## config.mk

```make
export PLATFORM = sky130hd
export DESIGN_NAME = uart_rx
export DESIGN_NICKNAME = d
export VERILOG_FILES = /design/src/rtl/uart_rx.sv
export SDC_FILE = /design/constraint.sdc
export NUM_CORES = 1
export LEC_CHECK = 0
export CAP_MARGIN = 15
export CORE_AREA = 2 2 61 63
export CTS_BUF_LIST = sky130_fd_sc_hd__clkbuf_4
export CTS_CLUSTER_DIAMETER = 80
export DETAILED_ROUTE_END_ITERATION = 7
export DIE_AREA = 0 0 63 65
export PLACE_DENSITY = 0.88
export SYNTH_ARGS = -nofsm -noshare
export SYNTH_HDL_FRONTEND = slang
export SYNTH_SLANG_ARGS = --single-unit
```

## constraint.sdc

```tcl
create_clock -name clk -period 2.2 [get_ports clk]
set_clock_uncertainty 0.15 [all_clocks]
set_input_delay 0.44 -clock clk [delete_from_list [all_inputs] [get_ports clk]]
set_output_delay 0.44 -clock clk [all_outputs]
set_load 0.03 [all_outputs]
```

## src/rtl/uart_rx.sv

```systemverilog
// uart_rx: 8N1 serial receiver. Two-flop input synchroniser, mid-bit sampling
// driven by a baud counter, framing check on the stop bit, and registered
// one-cycle strobes for a good byte or a framing error.
//
// state    | meaning
// ---------+----------------------------------------------------------
// S_IDLE   | line idle, waiting for rx_s low
// S_START  | inside start bit, confirm it is still low at mid-bit
// S_DATA   | sampling 8 data bits, LSB first, one per bit period
// S_STOP   | waiting for mid-point of stop bit, check it is high
// S_BREAK  | stop bit was low; wait for the line to go high again

module uart_rx #(
    parameter int KBAUD    = 10416,
    parameter int CNT_BITS = $clog2(KBAUD + 1)
) (
    input  logic       clk,
    input  logic       rst,
    input  logic       RX,
    output logic [7:0] Rx_data,
    output logic       Rx_done,
    output logic       Rx_busy,
    output logic       Frame_err
);

    localparam logic [CNT_BITS-1:0] LAST    = CNT_BITS'(KBAUD);
    localparam logic [CNT_BITS-1:0] HALF_M1 = CNT_BITS'((KBAUD + 1) / 2 - 1);

    typedef enum logic [2:0] {
        S_IDLE  = 3'd0,
        S_START = 3'd1,
        S_DATA  = 3'd2,
        S_STOP  = 3'd3,
        S_BREAK = 3'd4
    } state_t;

    logic                sync1_q, sync2_q;
    logic                rx_s;
    state_t              state_q, state_d;
    logic [CNT_BITS-1:0] cnt_q, cnt_d;
    logic [2:0]          idx_q, idx_d;
    logic [7:0]          shift_q, shift_d;
    logic                ok_d, bad_d;
    logic                ok_q, bad_q;
    logic [7:0]          data_q;
    logic                done_q, err_q;

    assign rx_s = sync2_q;

    // Two-flop synchroniser for the asynchronous RX pin, resets to idle-high.
    always_ff @(posedge clk or posedge rst) begin
        if (rst) begin
            sync1_q <= 1'b1;
            sync2_q <= 1'b1;
        end else begin
            sync1_q <= RX;
            sync2_q <= sync1_q;
        end
    end

    // FSM state, baud counter, bit index and shift register.
    always_ff @(posedge clk or posedge rst) begin
        if (rst) begin
            state_q <= S_IDLE;
            cnt_q   <= '0;
            idx_q   <= 3'd0;
            shift_q <= 8'h00;
        end else begin
            state_q <= state_d;
            cnt_q   <= cnt_d;
            idx_q   <= idx_d;
            shift_q <= shift_d;
        end
    end

    // Next-state logic; the counter restarts on every state change and at
    // each data-bit boundary.
    always_comb begin
        state_d = state_q;
        cnt_d   = cnt_q + 1'b1;
        idx_d   = idx_q;
        shift_d = shift_q;
        case (state_q)
            S_IDLE: begin
                cnt_d = '0;
                if (!rx_s) state_d = S_START;
            end
            S_START: begin
                if (cnt_q == HALF_M1) begin
                    cnt_d   = '0;
                    idx_d   = 3'd0;
                    state_d = rx_s ? S_IDLE : S_DATA;
                end
            end
            S_DATA: begin
                if (cnt_q == LAST) begin
                    cnt_d          = '0;
                    shift_d[idx_q] = rx_s;
                    if (idx_q == 3'd7) state_d = S_STOP;
                    else               idx_d   = idx_q + 3'd1;
                end
            end
            S_STOP: begin
                if (cnt_q == LAST) begin
                    cnt_d   = '0;
                    state_d = rx_s ? S_IDLE : S_BREAK;
                end
            end
            S_BREAK: begin
                cnt_d = '0;
                if (rx_s) state_d = S_IDLE;
            end
            default: begin
                cnt_d   = '0;
                state_d = S_IDLE;
            end
        endcase
    end

    // Output decode: stop-bit verdict at its mid-point, busy outside IDLE.
    always_comb begin
        ok_d    = (state_q == S_STOP) && (cnt_q == LAST) &&  rx_s;
        bad_d   = (state_q == S_STOP) && (cnt_q == LAST) && !rx_s;
        Rx_busy = (state_q != S_IDLE);
    end

    // Output register: verdict is captured first, then the byte and strobes
    // are presented together one cycle later.
    always_ff @(posedge clk or posedge rst) begin
        if (rst) begin
            ok_q   <= 1'b0;
            bad_q  <= 1'b0;
            data_q <= 8'h00;
            done_q <= 1'b0;
            err_q  <= 1'b0;
        end else begin
            ok_q   <= ok_d;
            bad_q  <= bad_d;
            done_q <= ok_q;
            err_q  <= bad_q;
            if (ok_q) data_q <= shift_q;
        end
    end

    assign Rx_data   = data_q;
    assign Rx_done   = done_q;
    assign Frame_err = err_q;

endmodule
```

Word level (Yosys, flattened, before mapping)
Cells that the tools add are included.
Widths: inputs -> output; s select.
{"block": "word_totals", "output_inout_bits": 11, "elab_cells": 60, "ff_bits": 42}
{"block": "op_classes", "mux": 19, "add_sub_neg": 2, "eq_ne": 14, "n_reduce_logical": 12, "n_lt_le_gt_ge": 2}
{"cell": "$mux 3", "count": 10}
{"cell": "$mux 14", "count": 2}
{"cell": "$pmux 14 s2", "count": 1}
{"cell": "$pmux 3 s5", "count": 1}
{"cell": "$add 14x1->14 const B", "count": 1}
{"cell": "$eq 14x13->1 const B", "count": 1}
{"cell": "$eq 14x14->1 const B", "count": 1}
{"cell": "$ne 2x2->1 const B", "count": 7}
{"cell": "$bwmux 8", "count": 1}
{"cell": "$eq 3x2->1 const B", "count": 2}
{"cell": "$eq 3x3->1 const B", "count": 2}
{"cell": "$pmux 3 s2", "count": 1}
{"cell": "$reduce_and 6->1", "count": 1}
{"cell": "$logic_and 1x1->1", "count": 4}
{"cell": "$lt 3x4->1 const B", "count": 1}
{"cell": "$reduce_and 4->1", "count": 1}
{"cell": "$add 3x1->3 const B", "count": 1}
{"cell": "$demux 1 s3", "count": 1}
{"cell": "$eq 3x1->1 const B", "count": 1}
{"cell": "$ge 3x1->1 const B", "count": 1}
{"cell": "$logic_not 3->1", "count": 1}
{"cell": "$reduce_bool 3->1", "count": 1}
{"cell": "$mux 2", "count": 1}
{"cell": "$reduce_and 2->1", "count": 1}
{"cell": "4 further kinds", "count": 4}

Logic depth before layout (Yosys ltp)
Gate-level depths: netlist of run 1.
{"block": "depth", "ltp_word": 5, "ltp_mapped": 7}

Least setup slack after synthesis of run 1
No wires, ideal clock.
{"block": "synth_path", "path_kind": "register -> register", "from": "register cnt_q[0]", "to": "register shift_q[5]", "required_time_ns": 1.925, "path_stages_with_launch": 7, "path_buffers": 0, "setup_slack_ns": 0.364, "setup_time_ns": 0.125, "arrival_ns": 1.561, "cell_sequence": "dfrtp_1 inv_1 ha_1 and3b_1 nand3_2 nor4_1 mux2_2"}
{"block": "synth_via", "elab_chain_cells": 2}
{"element": "from (decl)", "line": "40", "rtl": "logic [CNT_BITS-1:0] cnt_q, cnt_d;"}
{"element": "from (signal assigned)", "line": "70", "rtl": "cnt_q <= cnt_d;"}
{"element": "$eq 14x14->1", "line": "96", "rtl": "if (cnt_q == LAST) begin"}
{"element": "$reduce_and 2->1 (no source line)"}
{"element": "to (signal assigned)", "line": "72", "rtl": "shift_q <= shift_d;"}
{"element": "to (decl)", "line": "42", "rtl": "logic [7:0] shift_q, shift_d;"}
No other way between the ends.
A chain may end at the register's enable or synchronous reset.

Worst setup path in the final report of run 1
{"block": "layout_path", "from": "register cnt_q[0]", "to": "register shift_q[7]"}
The elaborated chain is that of the path after synthesis.

==> results of run 1 <==
-- per-layer routing --
layer  GRT usage [%]  share of wire, %
met4           8.056               1.4
met2           34.71                53
met1           21.46                43
met5               0                 0
met3           5.382               2.8
-- path summary, 6_finish.rpt --
check | from | to | slack, ns | cells past startpoint
max in group asynchronous | rst | state_q[2] | 1.17 | 3
max reg2reg | cnt_q[0] | shift_q[7] | 0.14 | 6
max | cnt_q[0] | shift_q[7] | 0.14 | 6
min | sync1_q | rx_s | 0.20 | 0
min in group asynchronous | rst | Rx_data[5] | 0.35 | 3
min reg2reg | sync1_q | rx_s | 0.20 | 0
-- cells in the mapped netlist (all sizes together) --
| cell type | instances |
|---|---|
| a211oi | 1 |
| a21oi | 2 |
| a221o | 1 |
| a22oi | 1 |
| a32oi | 1 |
| and2 | 2 |
| and3 | 4 |
| and3b | 2 |
| and4 | 3 |
| and4b | 1 |
| buf | 2 |
| clkbuf | 5 |
| dfrtp | 40 |
| dfstp | 2 |
| ha | 4 |
| inv | 8 |
| mux2 | 16 |
| mux2i | 3 |
| nand2 | 6 |
| nand2b | 2 |
| nand3 | 4 |
| nand4 | 9 |
| nor2 | 18 |
| nor2b | 3 |
| nor3 | 3 |
| nor3b | 1 |
| nor4 | 6 |
| nor4b | 1 |
| nor4bb | 1 |
| o211ai | 1 |
| o21ai | 2 |
| o32ai | 1 |
| or3 | 4 |
| xnor2 | 2 |
| xor2 | 10 |
-- sequential cells by signal, indices dropped and copies added, names as in the netlist, 3 cells and up --
signal	flops
idx_q	3
shift_q	8
Rx_data	8
state_q	3
cnt_q	14
-- cell families (layout without fill, tap and decap cells) --
family	after synthesis	after routing
DFF	42	42
AOI/OAI and AO/OA	10	10
and+or+nand+nor	70	70
buffers and inverters	15	33
adders and majority gates	4	4
muxes	19	19
xor gates and xnor gates	12	12
-- worst register-to-register path, stage by stage (launching register included) --
cell and delay (ns):
dfrtp_1 0.44, inv_1 0.07, ha_1 0.13, and3b_1 0.21
nand3_2 0.20, nor4_1 0.40, mux2_2 0.37
-- layout make-up --
class	count	share of cell area [%]
Clock inverter	2	0.4459
Timing Repair Buffer	17	6.912
Multi-Input combinational cell	115	39.58
Clock buffer	6	2.007
Sequential cell	42	47.05
Tap cell	48	2.676
Inverter	8	1.338
-- where the power goes --
part	internal, mW	leakage [nW]	total, mW	switching (mW)
combinational	0.00638	0.463	0.0247	0.0183
sequential	0.775	0.562	0.776	0.000947
clock	0.134	0.0354	0.369	0.234
-- repair_timing --
item / in CTS / in global routing
resized for setup: 1 / 5
hold buffers: 0 / 0
setup buffers: 0 / 0
endpoints found under the setup margin: 1 / 2
==> metrics.md, run 1 <==
| Metric | Value |
|---|---|
| Core box area | `3496 um2` |
| CTS tree | `done` |
| Largest family of logic cells by synthesized area | `simple AND/OR/NAND/NOR gates` |
| Worst-margin pin slew | `roughly 0.51 ns` |
| First-pass GRT wire length | `roughly 6000 um` |
| Die outline height | `65 um` |
| Largest net degree at the start of global routing | `43` |
| Crit-path cells | `inv_1 > ha_1 > and3b_1 > nand3_2 > nor4_1 > mux2_2` |
| Fmax | `486.2 MHz` |
| Final setup fails | `0` |
| Slew Limit Headroom | `65.89%` |
| Final number of hold-violating endpoints | `0` |
| Remaining DRCs | `0` |
| CP Max Fanout | `10` |
| Number of clock sinks | `42` |
| Root Driver | `clkbuf_4` |
| Simple-gate share of the synthesized area | `about 22%` |
| Row cnt | `22` |
| Chip width | `about 63 um` |
| Core Util, Final | `64.21%` |
| Synth Area in Adders | `under 10%` |
| WP data required | `roughly 2.3 ns` |
| Syn Inst Count | `172` |
| Slew Limit Fails | `0` |
| Vias | `~1400` |
| PD cells | `520.9 nW/um2` |
| Placer's final routability congestion estimate | `a little over 0.9` |
| Compound-gate portion of the synthesized area | `under 10%` |
| Layout Nets | `between 150 and 200` |
| Syn. warnings | `0` |
| Starting DRT DRC Count | `76` |
| Wirelength per Cell | `about 15 um` |
| DRT Wirelength | `approximately 3500 um` |
| Die Footprint | `between 4000 and 5000 um2` |
| Most frequent cells in the layout | `dfrtp_1 (38), nor2_1 (18), mux2_2 (13), clkdlybuf4s50_1 (12), xor2_1 (10)` |
| Worst-path clk slew | `approximately 0.12 ns` |
| CTS Buffer Depth | `2` |
| Reg area | `1056 um2` |
| Initial antenna violation count | `0` |
| CP max stage delay | `between 0.4 and 0.5 ns` |
| Routed Antenna Nets | `0` |
| Status | `finished, final reports clean` |
| Area Growth Syn to Fin | `11.85%` |
| Post-DP Area | `around 2200 um2` |
| Ant diodes | `0` |
| Unrepaired setup endpoints after global routing | `false` |
| Post-Route Setup TNS | `0 ns` |
| Min Tclk post-route | `around 2.1 ns` |
| Overall Global Routing Usage | `around a fifth` |
| PortBufs | `13` |
| Buf+Inv Stages, Crit Path | `1` |
| Vias in the first global route | `approximately 1300` |
| IO Count | `14` |
| Layout fillers | `277` |
| Largest cells by area after synthesis | `dfrtp_1 (50%), mux2_2 (7.3%), xor2_1 (4.4%)` |
| Total CTS buffers | `5` |
| Dpl cells | `230` |
| Initial Util | `between 50% and 60%` |
| Footprint of the multi-input gates | `between 800 and 900 um2` |
| Top Family by Delay on Critical Path | `simple AND/OR/NAND/NOR gates` |
| Multiplexer share of the synthesized area | `a little over a tenth` |
| Min-Delay Path Class | `reg2reg` |
| WHS | `about 0.2 ns` |
| Via/cell ratio | `between 5 and 6` |
| Layout cells sized above 1 | `approximately a fifth` |
| Synthesized Nets | `around 180` |
| H-tree levels | `2` |
| Gr ovfl total | `0` |
| Pre-Repair DR Iteration Count | `5` |
| Top-area cell type share of the netlist area | `49.88%` |
| Crit Path Class | `reg2reg` |
| Dpl hpwl | `2534 um` |
| Pwr Total | `between 1 and 1.5 mW` |
| Post-route worst setup slack | `0.1433 ns` |
| Syn_area_per_cell | `around 12 um2` |
| Crit path DAT | `between 2 and 2.5 ns` |
| Startpoint Class | `flip-flop` |
| Most common cell after layout, fill and taps aside | `dfrtp_1` |
| Synthesized area | `between 2000 and 2500 um2` |
| Worst Setup Slack post-DPL | `around 0.12 ns` |
| Worst VDD drop | `roughly 300 uV` |
| Register area share after synthesis | `between 50% and 60%` |
| #FFs+latches synth | `42` |
| Leakage | `1.061 nW` |
| Max-cap violations | `0` |
| Synth area leader | `dfrtp_1` |
| Clk Latency, worst-skew pair | `~0.35 ns` |
| Cell area after layout | `between 2000 and 2500 um2` |
| Slowest-stage cell, CP | `dfrtp_1` |
| CP endpoint kind | `flip-flop` |
| Synth cell types | `40` |
| Fin cells | `between 200 and 250` |
| Final Cycle Share | `~93%` |
| Post-Synth XOR/XNOR Area | `under 10%` |
(Power assumes the default switching activity.)
==> run 2: changes to the inputs <==
--- a/config.mk
+++ b/config.mk
@@ -12,6 +12,7 @@
 export DETAILED_ROUTE_END_ITERATION = 7
 export DIE_AREA = 0 0 63 65
 export PLACE_DENSITY = 0.88
+export SETUP_SLACK_MARGIN = 0.1
 export SYNTH_ARGS = -nofsm -noshare
 export SYNTH_HDL_FRONTEND = slang
 export SYNTH_SLANG_ARGS = --single-unit
==> run 2 against run 1 <==
Effect of this change: via count up 0.96%; clock power about the same; core utilization up 1.5 points; cell count up 1.3%; highest routed layer unchanged; sequential power about the same; global-route usage up 0.34 points; first-iteration DRC count up 26%; sequential cell count unchanged.
==> metrics.md, run 2 (synthesis results as in run 1) <==
| Metric | Value |
|---|---|
| Status | `finished, final reports clean` |
| Worst VDD drop | `slightly below 300 uV` |
| PD cells | `around 510 nW/um2` |
| CP endpoint kind | `flip-flop` |
| Clk Latency, worst-skew pair | `0.35 ns` |
| Layout fillers | `around 270` |
| Final Cycle Share | `between 90% and 100%` |
| H-tree levels | `2` |
| Number of clock sinks | `42` |
| Unrepaired setup endpoints after global routing | `true` |
| Layout cells sized above 1 | `approximately 23%` |
| Via/cell ratio | `roughly 5.7` |
| Vias in the first global route | `about 1300` |
| Post-Route Setup TNS | `0 ns` |
| Hold path start | `sync1_q` |
| Worst Setup Slack post-DPL | `about 0.12 ns` |
| Hold Path End | `rx_s` |
| Hold Path Stages | `0` |
| Wirelength per Cell | `14.99 um` |
| Crit Path Class | `reg2reg` |
| CTS Buffer Depth | `2` |
| Root Driver | `clkbuf_4` |
| Dpl hpwl | `approximately 2500 um` |
| Chip width | `~63 um` |
| Ant diodes | `0` |
| R2R depth | `4` |
| CP Max Fanout | `10` |
| Most frequent cells in the layout | `dfrtp_1 (39), nor2_1 (18), mux2_2 (13), clkdlybuf4s50_1 (12), xor2_1 (10)` |
| Crit path DAT | `approximately 2.1 ns` |
| Final number of hold-violating endpoints | `0` |
| Die Footprint | `4095 um2` |
| Row cnt | `22` |
| Largest net degree at the start of global routing | `43` |
| Startpoint Class | `flip-flop` |
| Fmax | `497.5 MHz` |
| RR Endpoint | `shift_q[2]` |
| DRT Wirelength | `between 3000 and 4000 um` |
| Most common cell after layout, fill and taps aside | `dfrtp_1` |
| PortBufs | `13` |
| Initial antenna violation count | `0` |
| Core box area | `between 3000 and 4000 um2` |
| Routed Antenna Nets | `0` |
| Final setup fails | `0` |
| Starting DRT DRC Count | `96` |
| Leakage | `roughly 1.1 nW` |
| Layout Nets | `199` |
| Min Tclk post-route | `between 2 and 2.5 ns` |
| Initial Util | `57.41%` |
| Worst-margin pin slew | `between 0.5 and 0.6 ns` |
| Area Growth Syn to Fin | `14.53%` |
| Overall Global Routing Usage | `between 10% and 20%` |
| WHS | `between 0.2 and 0.25 ns` |
| Biggest register | `cnt_q` |
| Worst-path clk slew | `0.12 ns` |
| Pwr Total | `1.169 mW` |
| R2r startpoint | `cnt_q[2]` |
| Die outline height | `65 um` |
| Slew Limit Headroom | `approximately two thirds` |
| Placer's final routability congestion estimate | `around 0.91` |
| Largest register FFs | `14` |
| R2R setup slack | `approximately 0.19 ns` |
| Fin cells | `241` |
| CTS tree | `done` |
| IO Count | `14` |
| First-pass GRT wire length | `between 6000 and 7000 um` |
| Min-Delay Path Class | `reg2reg` |
| Post-route worst setup slack | `around 0.19 ns` |
| Gr ovfl total | `0` |
| Max-cap violations | `0` |
| WP data required | `approximately 2.3 ns` |
| Total CTS buffers | `5` |
| Vias | `between 1000 and 1500` |
| Slew Limit Fails | `0` |
| Pre-Repair DR Iteration Count | `4` |
| Remaining DRCs | `0` |
| Dpl cells | `230` |
==> run 2: cell count changes in the layout (fill, tap and decap cells not counted), sizes merged <==
| cell | delta |
|---|---|
| buf | +4 |
| clkbuf | -1 |
==> run 2: timing repair <==
item,4_1_cts,5_1_grt
setup buffers,2,1
endpoints found under the setup margin,1,8
hold buffers,0,0
gates resized for setup,3,9
==> run 2: worst max-delay path by stage <==
| stage | startpoint | to | slack (ns) | cells past startpoint |
|---|---|---|---|---|
| 6_report | cnt_q[2] | shift_q[2] | 0.19 | 4 |
| 5_1_grt | cnt_q[0] | shift_q[2] | 0.08 | 6 |
| 4_1_cts | cnt_q[0] | shift_q[2] | 0.11 | 6 |
| 3_5_place_dp | cnt_q[0] | shift_q[2] | 0.12 | 6 |
| 3_3_place_gp | state_q[2] | Rx_busy | 0.21 | 2 |
| 2_1_floorplan | cnt_q[0] | shift_q[5] | 0.36 | 6 |
==> run 2: layout make-up <==
cell class              instances  area (um2)  area share, %
flip-flops and latches         42        1055          45.89
clock buffers                   6       45.04          1.960
well taps                      48       60.06          2.613
clock inverters                 2       10.01         0.4355
inverters                       8       30.03          1.306
repair buffers                 20       177.7          7.730
multi-input cells             115       920.9          40.07
==> run 2: worst max-delay path: stages, from the launching register on <==
cell	delay [ns]
dfrtp_1	0.48
nor4b_4	0.44
nand2_4	0.17
nor4_2	0.33
mux2_1	0.35
==> run 2: power by group <==
group | switching (mW) | internal [mW]
registers | 0.000996 | 0.775
logic | 0.0184 | 0.00638
clock network | 0.234 | 0.134
==> run 2: stage by stage <==
stage,util (%),cell area (um2)
floorplan,-,2007
global placement,62.53,2186
detailed placement,62.53,2186
CTS,64.57,2257
global route,65.75,2298
finish,65.75,2298
==> run 2: metal layers <==
| layer | part of all wire, % | vias to the layer above | wire length, um | track usage (%) |
|---|---|---|---|---|
| li1 | - | 656 | - | - |
| met1 | 43 | 687 | 1537 | 22.04 |
| met2 | 54 | 18 | 1935 | 35.24 |
| met3 | 2.4 | 6 | 86 | 5.382 |
| met4 | 1.5 | 0 | 54 | 8.056 |
| met5 | 0 | - | 0 | 0 |
